`config.mk`:
```
export PLATFORM = sky130hd
export DESIGN_NAME = stage_memory
export DESIGN_NICKNAME = d
export VERILOG_FILES = /design/src/rtl/pipeline_pkg.sv /design/src/rtl/stage_memory_pipe_latch.sv /design/src/rtl/stage_memory.sv
export SDC_FILE = /design/constraint.sdc
export NUM_CORES = 1
export LEC_CHECK = 0
export CAP_MARGIN = 10
export CORE_UTILIZATION = 40
export DETAILED_ROUTE_END_ITERATION = 12
export DONT_BUFFER_PORTS = 1
export PLACE_DENSITY_LB_ADDON = 0.1
export SLEW_MARGIN = 15
export SYNTH_ARGS = -nofsm -noshare
export SYNTH_HDL_FRONTEND = slang
export SYNTH_SLANG_ARGS = --single-unit
```
`constraint.sdc`:
```
create_clock -name clock -period 2.26 [get_ports clock]
set_input_delay 0.339 -clock clock [delete_from_list [all_inputs] [get_ports clock]]
set_output_delay 0.339 -clock clock [all_outputs]
set_load 0.005 [all_outputs]
```
`src/rtl/pipeline_pkg.sv`:
```
// pipeline_pkg: shared definitions for the memory stage.
//   OP_LW / OP_SW      : major opcodes in insn[31:27]
//   EXC_DMEM_TIMEOUT   : exception code written to mw_o on a dmem abort
//   mem_state_e        : memory-stage request FSM states
//   stage_t            : one pipeline latch entry (XM and MW share the layout)
package pipeline_pkg;

  localparam logic [4:0]  OP_LW            = 5'b01000;
  localparam logic [4:0]  OP_SW            = 5'b00111;
  localparam logic [31:0] EXC_DMEM_TIMEOUT = 32'd6;

  typedef enum logic [0:0] {
    ST_IDLE = 1'b0,
    ST_WAIT = 1'b1
  } mem_state_e;

  // XM: data = store data (b_out). MW: data = load data (d).
  typedef struct packed {
    logic        valid;
    logic [31:0] insn;
    logic [31:0] o;
    logic [31:0] data;
    logic        exc;
  } stage_t;

  function automatic logic [4:0] opcode(input logic [31:0] insn);
    return insn[31:27];
  endfunction

endpackage

```
`src/rtl/stage_memory_pipe_latch.sv`:
```
// pipe_latch: generic pipeline register with hold and synchronous clear.
//   clock, reset (async, active-low)
//   en  : capture d on the rising edge
//   clr : load zero on the rising edge (wins over en); used to insert bubbles
//   d/q : W-bit payload
module pipe_latch #(
  parameter int W = 32
) (
  input  logic         clock,
  input  logic         reset,
  input  logic         en,
  input  logic         clr,
  input  logic [W-1:0] d,
  output logic [W-1:0] q
);

  always_ff @(posedge clock or negedge reset) begin
    if (!reset)   q <= '0;
    else if (clr) q <= '0;
    else if (en)  q <= d;
  end

endmodule

```
`src/rtl/stage_memory.sv`:
```
// stage_memory: pipeline memory stage (XM latch, dmem handshake, MW latch).
//   clock, reset (async, active-low)
//   x_*            : execute results entering the XM latch
//   wm_bypass_B    : use data_writeReg as store data instead of latched b_out
//   stall_out      : freezes execute and upstream while a dmem access waits
//   o_xm_out       : latched result for the MX bypass; xm_insn for hazards
//   dmem_*         : data-memory request/ack interface
//   mw_*           : MW latch outputs to writeback
// Optional feature: define XM_EXCEPTION_EN to propagate x_exception and to
// flag a dmem timeout abort (mw_exception=1, mw_o=EXC_DMEM_TIMEOUT).
module stage_memory
  import pipeline_pkg::*;
#(
  parameter int ADDR_W       = 12,
  parameter int DMEM_TIMEOUT = 15
) (
  input  logic              clock,
  input  logic              reset,
  input  logic              x_valid,
  input  logic [31:0]       x_insn,
  input  logic [31:0]       x_o_out,
  input  logic [31:0]       x_b_out,
  input  logic              x_exception,
  input  logic              wm_bypass_B,
  input  logic [31:0]       data_writeReg,
  output logic              stall_out,
  output logic [31:0]       o_xm_out,
  output logic [31:0]       xm_insn,
  output logic              dmem_req,
  output logic              dmem_we,
  output logic [ADDR_W-1:0] dmem_addr,
  output logic [31:0]       dmem_wdata,
  input  logic              dmem_ack,
  input  logic [31:0]       dmem_rdata,
  output logic              mw_valid,
  output logic [31:0]       mw_insn,
  output logic [31:0]       mw_o,
  output logic [31:0]       mw_d,
  output logic              mw_exception
);

  localparam logic [3:0] TMO = 4'(DMEM_TIMEOUT);

  stage_t     xm_in, xm, mw_in, mw;
  mem_state_e state, state_n;
  logic [3:0] wait_cnt;
  logic       is_lw, is_sw, mem_op, timeout, tmo_abort;

  // ---------------- XM latch: frozen while the stage stalls
  assign xm_in = '{valid: x_valid, insn: x_insn, o: x_o_out,
                   data: x_b_out, exc: x_exception};

  pipe_latch #(.W($bits(stage_t))) u_xm (
    .clock (clock),
    .reset (reset),
    .en    (~stall_out),
    .clr   (1'b0),
    .d     (xm_in),
    .q     (xm)
  );

  // ---------------- decode / handshake
  assign is_lw   = (opcode(xm.insn) == OP_LW);
  assign is_sw   = (opcode(xm.insn) == OP_SW);
  assign mem_op  = xm.valid & (is_lw | is_sw);

  assign timeout   = (state == ST_WAIT) & (wait_cnt == TMO);
  // Ack arriving on the timeout cycle is a normal completion.
  assign tmo_abort = timeout & ~dmem_ack;

  // A mem-op sits in XM only until it completes (XM reloads on that edge),
  // so "latched mem-op" is the same as "not yet completed".
  assign dmem_req  = mem_op & ~tmo_abort;
  assign dmem_we   = dmem_req & is_sw;
  assign stall_out = mem_op & ~dmem_ack & ~timeout;
  assign dmem_addr = xm.o[ADDR_W-1:0];
  // Gated by reset so every output reads zero while reset is held.
  assign dmem_wdata = (wm_bypass_B && reset) ? data_writeReg : xm.data;

  // ---------------- FSM + wait counter
  always_comb begin
    state_n = state;
    case (state)
      ST_IDLE: if (mem_op && !dmem_ack)  state_n = ST_WAIT;
      ST_WAIT: if (dmem_ack || timeout)  state_n = ST_IDLE;
      default:                           state_n = ST_IDLE;
    endcase
  end

  // The counter also steps on the entering cycle, so the IDLE cycle that
  // first raises the request is counted as one of the DMEM_TIMEOUT stalls.
  always_ff @(posedge clock or negedge reset) begin
    if (!reset) begin
      state    <= ST_IDLE;
      wait_cnt <= '0;
    end else begin
      state    <= state_n;
      wait_cnt <= (state_n == ST_WAIT) ? wait_cnt + 4'd1 : 4'd0;
    end
  end

  // ---------------- MW latch: loads every edge, bubble while stalled
  always_comb begin
    mw_in      = xm;
    mw_in.data = (mem_op && is_lw && dmem_ack) ? dmem_rdata : 32'd0;
`ifdef XM_EXCEPTION_EN
    if (tmo_abort) begin
      mw_in.exc = 1'b1;
      mw_in.o   = EXC_DMEM_TIMEOUT;
    end
`else
    mw_in.exc = 1'b0;
`endif
  end

  pipe_latch #(.W($bits(stage_t))) u_mw (
    .clock (clock),
    .reset (reset),
    .en    (1'b1),
    .clr   (stall_out),
    .d     (mw_in),
    .q     (mw)
  );

  assign o_xm_out = xm.o;
  assign xm_insn  = xm.insn;
  assign mw_valid = mw.valid;
  assign mw_insn  = mw.insn;
  assign mw_o     = mw.o;
  assign mw_d     = mw.data;
`ifdef XM_EXCEPTION_EN
  assign mw_exception = mw.exc;
`else
  assign mw_exception = 1'b0;
  logic unused_exc;
  assign unused_exc = xm.exc ^ mw.exc;
`endif

endmodule

```
After elaboration in Yosys (flattened, before gate mapping)
Index checks and enable logic that the tools add are counted.
Word-level totals
  register bits after elaboration: 201
  bits of input ports: 166
  output and inout bits: 209
Cells by class
  add/sub/neg operators: 1
  equal/unequal tests: 3
  muxes and demuxes: 7
  bitwise operators: 12
  reduce and logical (&&, ||, !) cells: 6
Operators by type and width (count)
  98-bit 2-to-1 mux: 1
  32-bit 2-to-1 mux: 2
  1-bit bitwise AND: 7
  5-bit by 3-bit equality test with 1-bit output, second input constant: 1
  5-bit by 4-bit equality test with 1-bit output, second input constant: 1
  4-bit by 1-bit adder with 4-bit output, second input constant: 1
  4-bit equality test, second input constant: 1
  1-bit logical AND: 4
  4-bit 2-to-1 mux: 1
  1-bit inverter: 4
  1-bit 2-to-1 mux: 2
  1-bit case mux with 2 select lines: 1
  1-bit zero test: 1
  1-bit logical OR: 1
  1-bit bitwise OR: 1

Logic depth before layout (Yosys ltp)
Gate-level depths: netlist of the first run.
  word-level depth: 7
  gate-level depth with buffers: 6

Cells and area by module
Synthesis of the first run repeated with hierarchy kept, for this count alone.
Second synthesis, totals
  cell total of the unflattened synthesis: 749
  area, all modules: 8929.8 µm²
By module, submodules not included
  pipe_latch: instances 2, cells each 316, area an instance 3948.8 µm²
  stage_memory: instances 1, cells each 117, area an instance 1032.2 µm²

Worst setup path after synthesis of the first run
OpenSTA, ideal clock, no wires.
  kind: reg2reg
  from: register u_xm.q[95]
  to: register u_xm.q[10]
  data arrival time: 1525 ps
  required time: 2135 ps
  setup slack: 610 ps
  cell stages (with the launch flop): 6
  clock period less this slack: 1650 ps
  cells stage by stage: dfrtp_1 -> and4b_1 -> o2111ai_2 -> buf_4 -> buf_6 -> mux2_4
Between the ends
  word-level cells in the longest chain between the ends: 5
Ends and longest elaborated chain
  start, declared: line stage_memory_pipe_latch.sv:14  | output logic [W-1:0] q
  start signal, assigned: line stage_memory_pipe_latch.sv:18  | if (!reset) q <= '0;
  start signal, assigned: line stage_memory_pipe_latch.sv:19  | else if (clr) q <= '0;
  start signal, assigned: line stage_memory_pipe_latch.sv:20  | else if (en) q <= d;
  5-bit by 4-bit equality test with 1-bit output / 5-bit by 3-bit equality test with 1-bit output (equally long branches): line stage_memory.sv:63, stage_memory.sv:64
  1-bit bitwise OR *: line stage_memory.sv:65  | assign mem_op = xm.valid & (is_lw | is_sw);
  1-bit bitwise AND *: line stage_memory.sv:65
  1-bit bitwise AND * (2 in a row): line stage_memory.sv:75  | assign stall_out = mem_op & ~dmem_ack & ~timeout;
Mark *: on every way between the ends. The rest lies on a longest branch, timed or not.
A chain may end at the register's enable or synchronous reset.

Final worst setup path of the first run
  from: register u_xm.q[93]
  to: output stall_out
Between the ends
  word-level cells in the longest chain between the ends: 5
Ends and longest elaborated chain
  5-bit by 4-bit equality test with 1-bit output / 5-bit by 3-bit equality test with 1-bit output (equally long branches): line stage_memory.sv:63, stage_memory.sv:64
  1-bit bitwise OR *: line stage_memory.sv:65
  1-bit bitwise AND *: line stage_memory.sv:65
  1-bit bitwise AND * (2 in a row): line stage_memory.sv:75
  end, declared: line stage_memory.sv:26  | output logic stall_out,
Marked as above.

==> metrics.md, run 1 <==
| Metric | Value |
|---|---|
| Routed vias/inst | `4.80` |
| TritonCTS clock tree | `yes` |
| Die W | `145 um` |
| Slowest-stage cell, CP | `dfrtp_2` |
| Initial Util | `0.414` |
| Vias in the first global route | `3722` |
| Rows | `51` |
| Peak supply drop | `approximately 0.00045 V` |
| Worst-skew pair later-pin latency | `roughly 420 ps` |
| Sink Count | `199` |
| Core Area | `a little under 20000 um2` |
| Leakage power | `4.01 nW` |
| Max-slew violation count | `0` |
| Cell count after synthesis | `555` |
| CP Capture Type | `primary output` |
| Wire per inst | `approximately 21 um` |
| Top-area cell type share of the netlist area | `0.610` |
| Synth Area in Compound Gates | `0.00552` |
| Worst hold path class | `in -> async` |
| Initial antenna violation count | `0` |
| Yosys top cell by area | `dfrtp_1` |
| Die Y-Extent | `145 um` |
| Vias after detailed routing | `approximately 3.7k` |
| Fmax | `0.477 GHz` |
| Post-synthesis net count | `slightly above 700` |
| GRT busiest layer | `met2` |
| Worst EP required | `1920 ps` |
| Syn Std Cell Area | `8160 um2` |
| Clock buffer count from CTS | `17` |
| Routability cong. | `0.746` |
| CP cell instances | `nor4b_4 > buf_4 > o2111ai_4 > buf_12 > inv_1` |
| Longest Clk Path Bufs | `2` |
| Seq cells post-synth | `around 200` |
| RSZ-0062 raised after global routing | `false` |
| Power per cell area | `819 nW/um2` |
| Simple-gate share of the synthesized area | `0.0855` |
| Main synth FF type | `dfrtp_1` |
| Post-synth EDFFs | `0` |
| Minimum clock period | `2100 ps` |
| Post-Synth XOR/XNOR Area | `0.00215` |
| N_diodes | `0` |
| Hold buffer count at cts | `1` |
| Synth cell types | `30` |
| Total gr overflow | `0` |
| Largest cells by area after synthesis | `dfrtp_1 61%, mux2_4 11%, mux2_2 8.0%, and2_1 7.4%, buf_4 7.2%` |
| Post-synth top cells | `199 x dfrtp_1, 97 x and2_1, 78 x buf_4` |
| CP max FO | `11` |
| Post-synthesis mux area share | `0.202` |
| Main combinational cell family by area after synthesis | `multiplexers` |
| Nets | `around 660` |
| Largest net degree at the start of global routing | `201` |
| Share of layout cells above drive strength 1 | `0.336` |
| Async SR Flop Fraction | `1.00` |
| Status | `complete, but fails checks` |
| Fill cells | `about 1.7k` |
| WP data arrival | `1760 ps` |
| CTS root buf | `clkbuf_16` |
| Met1 Use GR | `0.154` |
| CP bufs+invs | `3` |
| First-pass GRT wire length | `roughly 23000 um` |
| Pre-antenna DRT Iters | `4` |
| Mean post-synth cell area | `roughly 15 um2` |
| Num ports | `375` |
| Detailed-route DRC error count | `0` |
| GR Layer Usage met3 | `0.0707` |
| YS warnings | `0` |
| Max_cap viols | `0` |
| Area of the multi-input gates | `around 2400 um2` |
| DP Area | `roughly 7900 um2` |
| Register area | `about 5000 um2` |
| Setup violation total in the final timing report | `0` |
| Total Routing Usage GR | `0.151` |
| Failing checks | `negative hold slack` |
| Fin worst setup slack | `162 ps` |
| Fin. Hold Viols | `~200` |
| Worst setup SP type | `flop` |
| Final antenna-violating net count | `0` |
| Met2 usage | `0.270` |
| Final Cell Area | `8560 um2` |
| Area share of fa/ha/maj cells after synthesis | `0.00153` |
| Worst Skew | `around 10 ps` |
| DRT iter0 DRCs | `between 100 and 150` |
| Detailed Route WL | `16400 um` |
| Die area | `21000 um2` |
| CTS H-Tree Depth | `4` |
| Top-count cell post-synth | `dfrtp_1` |
| Port Buffer Count | `0` |
| Dpl ws | `283 ps` |
| Register area share after synthesis | `0.610` |
| Reg clk slew, reported paths | `70 ps` |
| Setup TNS | `0 ps` |
| Top delay family on crit path | `flip-flops` |
| Hold WS | `-400 ps` |
| CP Class | `reg -> out` |
| Dpl hpwl | `around 12000 um` |
| Area Overhead vs Synth | `4.89%` |
| CP max stage delay | `460 ps` |
| Final Cycle Share | `0.928` |
cell type report:
type                    count  share of cell area
flip-flops and latches    199               0.582
multi-input cells         248               0.285
clock buffers              17              0.0497
well taps                 265              0.0387
repair buffers             17              0.0281
clock inverters            13              0.0142
inverters                   6             0.00263
kinds of logic (layout without fill, tap and decap cells):
group | count (synthesis) | count (layout)
AO/OA/AOI/OAI | 6 | 6
XOR/XNOR | 2 | 2
adder cells (fa/ha/maj) | 1 | 1
buffers and inverters | 108 | 53
flip-flops | 199 | 199
multiplexers | 127 | 127
other | 1 | 1
AND/OR/NAND/NOR | 111 | 111
worst paths after layout:
kind / startpoint / to / slack, ps / depth (start not counted)
setup reg to reg: u_xm.q[94] / u_xm.q[75] / 180 / 6
min in group clock: x_valid / u_xm.q[97] / 30 / 1
hold / removal: reset / u_xm.q[42] / -400 / 0
hold reg to reg: wait_cnt[0] / wait_cnt[0] / 460 / 1
setup / recovery: u_xm.q[93] / stall_out / 160 / 5
max in group asynchronous: reset / u_xm.q[92] / 2340 / 0
per-stage QoR:
step	util	instances	power, mW
after global routing	0.434	765	7.35
after floorplan	-	555	4.27
after global placement	0.402	728	4.25
after CTS	0.430	760	7.14
after detailed placement	0.402	728	4.26
final	0.434	765	7.01
where the power goes:
part / leakage, nW / switching [mW] / internal (mW) / total [mW]
clock: 0.249 / 1.39 / 1.44 / 2.82
sequential: 2.40 / 0.151 / 3.73 / 3.88
combinational: 1.36 / 0.0995 / 0.204 / 0.304
total: 4.01 / 1.64 / 5.37 / 7.01
cells in the final DEF (no fill, tap or decap), drive strengths merged, types with 2 or more instances in the layout:
cell type,n
nand2,3
clkbuf,19
mux2,124
a21oi,2
nor2,3
nand3,2
clkinv,2
inv,11
buf,14
clkinvlp,6
and2,97
dfrtp,199
mux2i,3
flip-flops by register name (all words and copies together) (netlist names):
| register | cells |
|---|---|
| wait_cnt | 4 |
| u_xm.q | 97 |
| state | 1 |
| u_mw.q | 97 |
layer usage:
metal  wire length, um  vias to the layer above  part of all wire
met1              5530                     1857              0.34
met2              8920                      209              0.54
li1                  -                     1594                 -
met4               188                        0             0.011
met3              1760                       11              0.11
met5                 0                        -                 0
what timing repair did:
| item | CTS | global route |
|---|---|---|
| endpoints found under the setup margin | 1 | 1 |
| cloned | 0 | 2 |
| gates resized for setup | 0 | 2 |
| pin swaps | 1 | 1 |
| hold endpoints to repair | 200 | 199 |
| setup buffers | 1 | 3 |
Power figures use the tool's default switching activity.
==> inputs of run 2 (changes only) <==
- clock period: 2.26 -> 2.4 ns (I/O delays scaled with it)
==> run 2 against run 1 <==
Compared with the run above:
- the run still ends with negative hold slack left
- combinational power decreased by 7.9%
- count of clock-buffer cells in the layout did not move
- sequential share of layout area grew 0.41 points
- design area down 0.73%
- clock power shrank 2%
- flip-flop and latch count unchanged
- clock skew grew 3.1 ps
- register-to-register slack gained 150 ps
- wire length is 0.29% higher
- non-clock buffer count shrank 4
- die area unchanged
- critical path type unchanged
==> metrics.md, run 2 (same netlist as run 1, synthesis figures left out) <==
| Metric | Value |
|---|---|
| Wire per inst | `21.6 um (+0.82%)` |
| N_diodes | `0 (unchanged)` |
| Most frequent cells in the layout | `198 x dfrtp_1, 97 x and2_1, 60 x mux2_4` |
| Largest net degree at the start of global routing | `201 (unchanged)` |
| TritonCTS clock tree | `yes` |
| Rows | `51 (unchanged)` |
| First-pass GRT wire length | `23200 um (+1.9%)` |
| Detailed Route WL | `16500 um (+0.29%)` |
| FF-to-FF setup slack | `330 ps (+150 ps)` |
| DRT iter0 DRCs | `125 (+14%)` |
| Vias after detailed routing | `3644 (-0.74%)` |
| Routed vias/inst | `4.79 (-0.21%)` |
| Power per cell area | `787 nW/um2 (-3.9%)` |
| Hold WS | `-374 ps (+25.3 ps)` |
| Final Cycle Share | `0.923` |
| Area Overhead vs Synth | `4.12%` |
| Dpl hpwl | `11700 um (+0.56%)` |
| CTS H-Tree Depth | `4 (unchanged)` |
| CP max FO | `24 (+13)` |
| Top layer in use | `met4` |
| Worst Skew | `13.5 ps (+3.06 ps)` |
| Die area | `21000 um2 (unchanged)` |
| Worst hold path class | `in -> async` |
| Nets | `652 (-0.61%)` |
| Met2 Wirelength | `9030 um (+1.2%)` |
| CTS root buf | `clkbuf_16` |
| Leakage power | `3.99 nW (-0.41%)` |
| Num ports | `375 (unchanged)` |
| Hold buffer count at cts | `1 (unchanged)` |
| RSZ-0062 raised after global routing | `false` |
| Fill cells | `1757 (+0.92%)` |
| Worst setup SP type | `flop` |
| Max-slew violation count | `0 (unchanged)` |
| Pre-antenna DRT Iters | `4 (unchanged)` |
| Worst EP required | `2040 ps (+120 ps)` |
| WP data arrival | `1850 ps (+90 ps)` |
| CP Class | `reg -> out` |
| CP max stage delay | `460 ps (about the same)` |
| Most common cell after layout, fill and taps aside | `dfrtp_1` |
| Die Y-Extent | `145 um (unchanged)` |
| Setup violation total in the final timing report | `0 (unchanged)` |
| Top flop regs | `u_mw.q x97, u_xm.q x97, wait_cnt x4` |
| Core Area | `19700 um2 (unchanged)` |
| Detailed-route DRC error count | `0 (unchanged)` |
| Routability cong. | `0.728 (-2.4%)` |
| Die W | `145 um (unchanged)` |
| Final antenna-violating net count | `0 (unchanged)` |
| Register area | `4980 um2 (about the same)` |
| Sink Count | `199 (unchanged)` |
| Total gr overflow | `0 (unchanged)` |
| Metal3 WL | `1730 um (-1.7%)` |
| M1 wire length | `5570 um (+0.67%)` |
| Slowest-stage cell, CP | `dfrtp_1` |
| Fin. Hold Viols | `199 (unchanged)` |
| Initial Util | `0.414 (unchanged)` |
| Share of layout cells above drive strength 1 | `0.329 (-0.00737)` |
| Worst-skew pair later-pin latency | `420 ps (about the same)` |
| CP Capture Type | `primary output` |
| Reg clk slew, reported paths | `70 ps (about the same)` |
| Peak supply drop | `0.000432 V (-4.1%)` |
| Clock buffer count from CTS | `17 (unchanged)` |
| CP cell instances | `and4b_1 > o2111ai_4 > buf_12 > inv_1` |
| Failing checks | `negative hold slack` |
| Total Routing Usage GR | `0.153 (+0.00244)` |
| Fmax | `0.452 GHz` |
| Setup TNS | `0 ps (unchanged)` |
| Max_cap viols | `0 (unchanged)` |
| Longest Clk Path Bufs | `2 (unchanged)` |
| CP bufs+invs | `2 (-1)` |
| Top delay family on crit path | `flip-flops` |
| Port Buffer Count | `0 (unchanged)` |
| Initial antenna violation count | `0 (unchanged)` |
| Minimum clock period | `2210 ps` |
| Area of the multi-input gates | `2440 um2 (unchanged)` |
| Vias in the first global route | `3819 (+2.6%)` |
| Status | `complete, but fails checks` |
[run 2: changes by cell type in the layout (fill, tap and decap cells not counted), sizes merged]
| cell | previous run | this run |
|---|---|---|
| clkinv | 2 | 7 |
| inv | 11 | 10 |
| clkbuf | 19 | 18 |
| clkinvlp | 6 | 1 |
| bufinv | 0 | 1 |
| buf | 14 | 11 |
[run 2: report_power, final]
part	switching (mW)	leakage [nW]	internal, mW
logic	0.0921	1.31	0.188
clock network	1.29	0.278	1.46
registers	0.143	2.41	3.52
[run 2: final timing paths]
check,to,from,cells past startpoint
setup / recovery,stall_out,u_xm.q[94],4
hold / removal,u_mw.q[58],reset,0
setup reg to reg,u_xm.q[91],u_xm.q[94],5
hold reg to reg,u_mw.q[96],u_xm.q[96],0
max in group asynchronous,u_xm.q[19],reset,0
min in group clock,u_xm.q[97],x_valid,1
[run 2: worst register-to-register path: stages, from the launching register on]
cell and delay (ps):
dfrtp_1 460, and4b_1 310, o2111ai_4 310, buf_4 180, buf_12 270, mux2_2 430
[run 2: per-layer routing]
layer / vias up / GRT usage
li1: 1588 / -
met1: 1838 / 0.157
met2: 209 / 0.280
met3: 9 / 0.0642
met4: 0 / 0.0515
met5: - / 0
[run 2: final cells by class]
cell class | count | area share
Timing Repair Buffer | 13 | 0.0183
Inverter | 6 | 0.00265
Sequential cell | 199 | 0.586
Multi-Input combinational cell | 248 | 0.287
Tap cell | 265 | 0.0390
Clock buffer | 17 | 0.0500
Clock inverter | 13 | 0.0171
[run 2: what timing repair did]
item	in CTS	in global routing
pin swaps	0	2
resized for setup	1	0
gates cloned	0	1
endpoints found under the setup margin	1	1
hold endpoints to repair	200	199
setup buffers	0	5
[run 2: stage by stage]
| stage | power, mW | utilization | instances | instance area, um2 | worst slack (ps) |
|---|---|---|---|---|---|
| 2_1_floorplan | 4.02 | - | 555 | 8160 | 737 |
| 3_3_place_gp | 4.00 | 0.398 | 724 | 7860 | 380 |
| 5_1_grt | 6.99 | 0.431 | 761 | 8500 | 58.1 |
| 6_report | 6.69 | 0.431 | 761 | 8500 | 186 |
| 3_5_place_dp | 4.01 | 0.398 | 724 | 7860 | 329 |
| 4_1_cts | 6.81 | 0.428 | 755 | 8440 | 3.12 |
==> inputs of run 3 (changes only) <==
--- a/config.mk
+++ b/config.mk
@@ -8,2 +8,3 @@
 export CAP_MARGIN = 10
+export CORE_MARGIN = 2
 export CORE_UTILIZATION = 40
==> constraint.sdc (replaced) <==
create_clock -name clock -period 2.4 [get_ports clock]
set_input_delay 0.72 -clock clock [delete_from_list [all_inputs] [get_ports clock]]
set_output_delay 0.72 -clock clock [all_outputs]
set_load 0.005 [all_outputs]
==> run 3 against run 2 <==
Compared with the run above:
- die area is 2.8% higher
- worst hold slack better by 360 ps
- first-iteration DRC count down 7.2%
- via count grew 0.93%
- clock power is 1% higher
- sequential share of layout area decreased by 0.057 points
- critical path type is now in -> out
- highest routed layer unchanged
- design area up 0.15%
- global-route usage shrank 0.16 points
- the run still ends with negative hold slack left
==> metrics.md, run 3 (same netlist as run 1, synthesis figures left out) <==
| Metric | Value |
|---|---|
| Status | `complete, but fails checks` |
| Failing checks | `negative hold slack` |
| Worst EP required | `1680 ps (-360 ps)` |
| Die area | `21600 um2 (+2.8%)` |
| RSZ-0062 raised after global routing | `true` |
| CP bufs+invs | `1 (-1)` |
| Clock buffer count from CTS | `17 (unchanged)` |
| Max-slew violation count | `0 (unchanged)` |
| CP cell instances | `nand2_1 > buf_12 > mux2_2` |
| Register-to-Register Path Depth | `6 (+1)` |
| Worst Setup SP | `reset` |
| Die W | `147 um (+1.4%)` |
| Die Y-Extent | `147 um (+1.4%)` |
| Initial Util | `0.406 (-0.00796)` |
| Area Overhead vs Synth | `4.28%` |
| Largest net degree at the start of global routing | `201 (unchanged)` |
| Register area | `4980 um2 (about the same)` |
| First-pass GRT wire length | `24800 um (+6.6%)` |
| GRT busiest layer | `met2` |
| Num ports | `375 (unchanged)` |
| DRT iter0 DRCs | `116 (-7.2%)` |
| Vias in the first global route | `3912 (+2.4%)` |
| FF-to-FF setup slack | `160 ps (-170 ps)` |
| Worst hold path class | `in -> async` |
| Final antenna-violating net count | `0 (unchanged)` |
| Pre-antenna DRT Iters | `3 (-1)` |
| Hold WS | `-19.3 ps (+355 ps)` |
| Peak supply drop | `0.000426 V (-1.3%)` |
| Routability cong. | `0.769 (+5.5%)` |
| Fill cells | `1779 (+1.3%)` |
| Dpl hpwl | `11900 um (+1.6%)` |
| CP Capture Type | `primary output` |
| Top delay family on crit path | `multiplexers` |
| Setup violation total in the final timing report | `0 (unchanged)` |
| Power per cell area | `791 nW/um2 (+0.56%)` |
| WP data arrival | `1610 ps (-240 ps)` |
| N_diodes | `0 (unchanged)` |
| CP max FO | `200 (+730%)` |
| CP max stage delay | `390 ps (-70 ps)` |
| Nets | `651 (-0.15%)` |
| Wire per inst | `21.7 um (+0.55%)` |
| Setup TNS | `0 ps (unchanged)` |
| Dpl ws | `173 ps (-155 ps)` |
| Initial antenna violation count | `1 (+1)` |
| Rows | `52 (+2.0%)` |
| Port Buffer Count | `0 (unchanged)` |
| Top flop regs | `u_mw.q x97, u_xm.q x97, wait_cnt x4` |
| Fin. Hold Viols | `48 (-76%)` |
| Worst Skew | `15.2 ps (+1.71 ps)` |
| Max_cap viols | `0 (unchanged)` |
| Longest Clk Path Bufs | `2 (unchanged)` |
| CP Class | `in -> out` |
| Met2 usage | `0.279 (-0.000985)` |
| Met1 Use GR | `0.161 (+0.00434)` |
| CTS H-Tree Depth | `4 (unchanged)` |
| Worst-skew pair later-pin latency | `430 ps (about the same)` |
| Detailed-route DRC error count | `0 (unchanged)` |
| Worst setup SP type | `input pin` |
| Most frequent cells in the layout | `196 x dfrtp_1, 97 x and2_1, 60 x mux2_4` |
| Fmax | `0.430 GHz (-4.8%)` |
| Slowest-stage cell, CP | `mux2_2` |
| Minimum clock period | `2330 ps (+112 ps)` |
| Critical path depth | `3 (-1)` |
| Detailed Route WL | `16600 um (+1.1%)` |
| DP Area | `7910 um2 (+0.62%)` |
| Total Routing Usage GR | `0.152 (-0.00157)` |
| Vias after detailed routing | `3678 (+0.93%)` |
| RR Endpoint | `u_xm.q[88]` |
| Routed vias/inst | `4.81 (+0.41%)` |
| Most common cell after layout, fill and taps aside | `dfrtp_1` |
| Final Cycle Share | `0.969 (+0.0467)` |
| Core Area | `20100 um2 (+2.0%)` |
| Leakage power | `3.97 nW (-0.63%)` |
| Total gr overflow | `0 (unchanged)` |
| Reg2reg start | `u_xm.q[94]` |
| Fin worst setup slack | `73.9 ps (-112 ps)` |
| GR Layer Usage met3 | `0.0602 (-0.00392)` |
| Sink Count | `199 (unchanged)` |
| Area of the multi-input gates | `2460 um2 (+0.67%)` |
| CTS root buf | `clkbuf_16` |
| Final Cell Area | `8510 um2 (+0.15%)` |
| Reg clk slew, reported paths | `80 ps (about the same)` |
| TritonCTS clock tree | `yes` |
| Share of layout cells above drive strength 1 | `0.341 (+0.0128)` |
run 3: worst reg2reg max path: stages (launching register included):
cell       delay [ps]
dfrtp_2           470
and4b_1           330
o2111ai_4         280
buf_4             210
buf_12            200
buf_12            260
mux2_2            380
run 3: what timing repair did:
item                                   in CTS  in global routing
setup buffers                               2                  0
setup endpoints to repair                   2                  2
pin swaps                                   3                  2
gates resized for setup                     4                  6
endpoints found under the hold margin     199                199
run 3: metal layers:
metal | wire length (um) | vias to the layer above
met5 | 0 | -
met4 | 147 | 0
met3 | 1600 | 11
met2 | 9080 | 214
met1 | 5800 | 1863
li1 | - | 1590
run 3: worst max-delay path by stage:
| stage | to | slack (ps) |
|---|---|---|
| 2_1_floorplan | dmem_wdata[10] | 110 |
| 3_5_place_dp | dmem_wdata[6] | 170 |
| 6_report | dmem_wdata[6] | 70 |
| 3_3_place_gp | dmem_wdata[6] | 200 |
| 5_1_grt | stall_out | -8 |
| 4_1_cts | dmem_req | 7 |
run 3: area by class of cell:
| class | instances | share of cell area |
|---|---|---|
| timing repair buffer | 12 | 0.0169 |
| clock buffer | 17 | 0.0500 |
| clock inverter | 13 | 0.0169 |
| multi-input combinational | 248 | 0.289 |
| sequential | 199 | 0.585 |
| tap | 270 | 0.0397 |
| inverter | 6 | 0.00265 |
run 3: report_power, final:
group          total (mW)  internal, mW  switching (mW)
logic               0.286         0.191          0.0951
clock network        2.79          1.46            1.33
registers            3.66          3.52           0.144
total                6.74          5.17            1.57
run 3: through the flow:
stage          std cells  hold WS [ps]   util  power, mW
6_report             765         -19.3  0.423       6.74
5_1_grt              765         -53.3  0.423       7.02
4_1_cts              765         -40.9  0.422       6.86
3_5_place_dp         733           430  0.393       4.02
3_3_place_gp         733           430  0.393       4.01
2_1_floorplan        555           424      -       4.02
